===== config.mk =====
export PLATFORM = sky130hd
export DESIGN_NAME = e203_exu_fpu_fmis_arb
export DESIGN_NICKNAME = d
export VERILOG_FILES = /design/src/rtl/e203_exu_fpu_fmis_arb.sv
export SDC_FILE = /design/constraint.sdc
export NUM_CORES = 1
export LEC_CHECK = 0
export ABC_CLOCK_PERIOD_IN_PS = 7950
export CAP_MARGIN = 20
export CORE_UTILIZATION = 43
export DETAILED_ROUTE_END_ITERATION = 8
export GPL_TIMING_DRIVEN = 0
export PLACE_DENSITY_LB_ADDON = 0.25
export SYNTH_ARGS = -nofsm -noshare
export SYNTH_HDL_FRONTEND = slang
export SYNTH_SLANG_ARGS = --single-unit

===== constraint.sdc =====
create_clock -name clk -period 7.95 [get_ports clk]
set_input_delay 1.1925 -clock clk [delete_from_list [all_inputs] [get_ports clk]]
set_output_delay 1.1925 -clock clk [all_outputs]
set_load 0.01 [all_outputs]

===== src/rtl/e203_exu_fpu_fmis_arb.sv =====
// Round-robin arbiter that shares the FPU misc-move datapath between the integer
// pipe (fmv.w.x) and the FPU read stage (fmv.x.w); results are queued in a small FIFO for writeback.
module e203_exu_fpu_fmis_arb #(
  parameter int DEPTH   = 2,
  parameter int ITAG_W  = 2,
  parameter int RDIDX_W = 5
) (
  input  logic               clk,
  input  logic               rst_n,
  input  logic               flush_req,
  input  logic               r0_valid,
  output logic               r0_ready,
  input  logic [31:0]        r0_rs1,
  input  logic [RDIDX_W-1:0] r0_rdidx,
  input  logic [ITAG_W-1:0]  r0_itag,
  input  logic               r1_valid,
  output logic               r1_ready,
  input  logic [31:0]        r1_rs1,
  input  logic [RDIDX_W-1:0] r1_rdidx,
  input  logic [ITAG_W-1:0]  r1_itag,
  output logic               mv_i_valid,
  input  logic               mv_i_ready,
  output logic [31:0]        mv_i_rs1,
  input  logic               mv_o_valid,
  output logic               mv_o_ready,
  input  logic [31:0]        mv_o_wdat,
  output logic               wbck_valid,
  input  logic               wbck_ready,
  output logic [31:0]        wbck_wdat,
  output logic [RDIDX_W-1:0] wbck_rdidx,
  output logic               wbck_rdfpu,
  output logic [ITAG_W-1:0]  wbck_itag
);
  localparam int PW = $clog2(DEPTH);
  localparam int CW = PW + 1;

  typedef struct packed {
    logic [31:0]        wdat;
    logic [RDIDX_W-1:0] rdidx;
    logic               rdfpu;
    logic [ITAG_W-1:0]  itag;
  } ent_t;

  ent_t          mem [DEPTH];
  ent_t          head, wr_ent;
  logic [PW-1:0] wr_ptr, rd_ptr;
  logic [CW-1:0] cnt;
  logic          rr;
  logic          pop, push, has_room, blocked, gnt0, gnt1;

  assign wbck_valid = (cnt != '0);
  assign pop        = wbck_valid & wbck_ready;
  assign has_room   = (cnt < CW'(DEPTH)) | pop;
  assign blocked    = flush_req | ~has_room;

  // rr = 0 favours requester 0 when both contend
  assign gnt0 = ~blocked & r0_valid & (~r1_valid | ~rr);
  assign gnt1 = ~blocked & r1_valid & (~r0_valid |  rr);

  assign mv_i_valid = gnt0 | gnt1;
  assign mv_i_rs1   = gnt0 ? r0_rs1 : (gnt1 ? r1_rs1 : 32'h0);
  assign mv_o_ready = has_room & ~flush_req;
  assign r0_ready   = gnt0 & mv_i_ready;
  assign r1_ready   = gnt1 & mv_i_ready;
  assign push       = mv_o_valid & mv_o_ready;

  // Datapath is combinational, so the grant's sideband is still valid at push time
  always_comb begin
    wr_ent       = '0;
    wr_ent.wdat  = mv_o_wdat;
    wr_ent.rdidx = gnt1 ? r1_rdidx : r0_rdidx;
    wr_ent.itag  = gnt1 ? r1_itag  : r0_itag;
    wr_ent.rdfpu = gnt0;
  end

  always_ff @(posedge clk) begin
    if (push) mem[wr_ptr] <= wr_ent;
  end

  always_ff @(posedge clk or negedge rst_n) begin
    if (!rst_n) begin
      cnt    <= '0;
      wr_ptr <= '0;
      rd_ptr <= '0;
      rr     <= 1'b0;
    end else if (flush_req) begin
      cnt    <= '0;
      wr_ptr <= '0;
      rd_ptr <= '0;
    end else begin
      if (push) wr_ptr <= wr_ptr + 1'b1;
      if (pop)  rd_ptr <= rd_ptr + 1'b1;
      if (push & ~pop)      cnt <= cnt + 1'b1;
      else if (pop & ~push) cnt <= cnt - 1'b1;
      if (push & r0_valid & r1_valid) rr <= gnt0;
    end
  end

  // Outputs are forced to zero while empty so stale entries never leak out
  assign head       = mem[rd_ptr];
  assign wbck_wdat  = wbck_valid ? head.wdat  : '0;
  assign wbck_rdidx = wbck_valid ? head.rdidx : '0;
  assign wbck_rdfpu = wbck_valid ? head.rdfpu : 1'b0;
  assign wbck_itag  = wbck_valid ? head.itag  : '0;
endmodule


==> results.toml <==
[outcome]
status = "complete, no violations"

[worst_hold_path]
hp-class = "flop to flop"
worstHoldPathCells = 1

[finish]
antenna_cells = 0
drive_gt1_frac = 0.08068
syn_to_final_growth_pct = 62.32
final_nets = 584

[placement]
port_buffers = 193
gp_congestion = 0.7532
dp_hpwl_um = 7660
dpl_worst_slack_ps = 3168

[detailed_routing]
drt_iter0_markers = 63
ant_nets = 0
wl_met3_um = 902
drc = 0
wl_um = 10160
firstDrtPassIters = 4
met1_length_um = 3583
viasPerCell = 5.056
wl_met2_um = 5538
routed-via-count = 2912
highest_layer = "met4"
post_drt_wl_per_cell_um = 17.63

[synth]
yosys-top-cells-count = "edfxtp_1 (80), nor2_1 (45), mux2i_1 (40)"
synth_nets = 374
synth-edff-count = 80
avgSynthCellArea_um2 = 14.74
synth_flop_cell = "edfxtp_1"
synth-async-reset-ratio = 0.05882
yosys.area.top_type_share = 0.6368
yosysMostFrequentCell = "edfxtp_1"
ys_seq_elements = 85
yosysWarnings = 0
syn_inst = 256
yosys.area.top_type = "edfxtp_1"
yosys-top-cells-area = "edfxtp_1 (64%), mux2i_1 (11%), a22o_1 (7.4%)"
seq_area_frac_synth = 0.6700
syn-cell-area_um2 = 3772
netlist-cell-type-count = 27

[sta]
rsz0062_at_grt = "no"
relSlewSlack = 0.3448
fin_worst_skew_ps = 4.978
max_freq_ghz = 0.2089
hold_slack_ps = 554.9
setup_viol = 0
period_minus_slack_ps = 4786
final_min_period_over_clock_period = 0.6021
fin_tns_setup_ps = 0
worstMarginPinSlew_ps = 974.7
hold_viol = 0
setup_ws_ps = 3164
final_max_slew_viol_count = 0

[critical_path]
crit_buf_inv = 4
cpMaxStageDelayCell = "clkdlybuf4s50_1"
reg2regPathDepth = 5
cpMostUsedCell = "clkdlybuf4s50_1"
required_ps = 6760
worstSetupPathType = "primary input to output pin"
startpoint_type = "primary input"
critPathArrivalTime_ps = 3590
crit_family = "buffers and inverters"
cpPeakStageDelay_ps = 570
cp_num_cells = 7
crit_chain = "clkdlybuf4s50_1 -> nor2b_1 -> buf_6 -> nor4b_4 -> clkbuf_1 -> a22o_1 -> clkdlybuf4s50_1"
path_max_fanout = 10
crit_path_end_kind = "output pin"

[floorplanning]
die_w_um = 95.67
die_area_um2 = 9152
num_rows = 33
pin_count = 195
core_um2 = 8341
die_h_um = 95.67
initial_core_util = 0.4523

[clock_tree]
cts_htree_levels = 3
clockRootBuffer = "clkbuf_8"
postCtsHoldBufs = 0
cts-resized-gates = 0
cts_max_path_buffers = 2
clkTransAtPathRegs_ps = 80
cts_tree = "yes"
clock_latency_ps = 350
cts_inserted_buffers = 9
postCtsSetupBuffers = 0
clock_sinks = 85

[grt]
grt_util_all_layers = 0.2264
grt_pass1_vias = 3044
antenna_found_initial = 0
grt_max_degree = 24
grt_overflow = 0
grt_pass1_wl_um = 14940

[power]
power_density_nw_per_um2 = 184.8
ir_drop_uv = 90.27
total_leakage_power_nw = 2.151

[flow_run]
cap_violations = 0
==> stage by stage <==
| stage | power [W] | utilization | cells | area [um2] |
|---|---|---|---|---|
| after floorplan | 0.0006488 | - | 256 | 3772 |
| after global placement | 0.0008058 | 0.6997 | 554 | 5836 |
| after detailed placement | 0.0008130 | 0.7084 | 560 | 5908 |
| after CTS | 0.001142 | 0.7342 | 576 | 6123 |
| after global routing | 0.001177 | 0.7342 | 576 | 6123 |
| final | 0.001131 | 0.7342 | 576 | 6123 |
==> sequential cells by signal, indices dropped and copies added, names as in the netlist <==
register,count
cnt,2
mem,80
rd_ptr,1
rr,1
wr_ptr,1
==> final timing paths <==
| kind | from | end | slack (ps) |
|---|---|---|---|
| max in group asynchronous | rst_n | rd_ptr | 6650 |
| worst min register to register | rr | rr | 550 |
| worst min-delay path | rr | rr | 550 |
| min in group asynchronous | rst_n | rr | 1080 |
| worst max-delay path | wbck_ready | mv_i_rs1[13] | 3160 |
| worst max register to register | cnt[1] | mem[0][15] | 5680 |
==> cell families after synthesis <==
| kind of cell | synth area share |
|---|---|
| multiplexers | 0.1270 |
| XOR/XNOR | 0.004644 |
| flip-flops | 0.6700 |
| buffers and inverters | 0.03383 |
| AO/OA/AOI/OAI | 0.09486 |
| AND/OR/NAND/NOR | 0.06965 |
==> placed cells by master (no fill, tap or decap), types with 3 or more instances in the layout <==
cell type | netlist | final
a22o_1 | 32 | 32
mux2i_1 | 40 | 40
buf_6 | 4 | 6
clkinvlp_4 | 0 | 3
buf_2 | 6 | 6
clkbuf_8 | 0 | 9
nor2_1 | 45 | 45
dfrtp_1 | 5 | 5
buf_4 | 1 | 4
inv_1 | 5 | 5
clkdlybuf4s50_1 | 0 | 193
clkbuf_1 | 7 | 8
mux2_1 | 6 | 6
edfxtp_1 | 80 | 80
==> metal layers <==
| layer | up-vias | global-route usage |
|---|---|---|
| met4 | 0 | 0.08955 |
| met2 | 120 | 0.4196 |
| li1 | 1389 | - |
| met3 | 10 | 0.07735 |
| met5 | - | 0 |
| met1 | 1393 | 0.2318 |
==> power breakdown <==
group | internal, W | switching (W)
sequential | 0.000513 | 0.00000948
clock | 0.000176 | 0.000153
combinational | 0.000165 | 0.000115
total | 0.000855 | 0.000277
==> area by class of cell <==
cell class | instances | area, um2
timing repair buffer | 199 | 1997
sequential | 85 | 2527
clock buffer | 10 | 127.6
tap | 105 | 131.4
clock inverter | 6 | 87.58
multi-input combinational | 148 | 1125
fill | 591 | 2217
inverter | 5 | 18.77
buffer | 18 | 108.9
No activity file was read; power rests on OpenSTA's default activity.
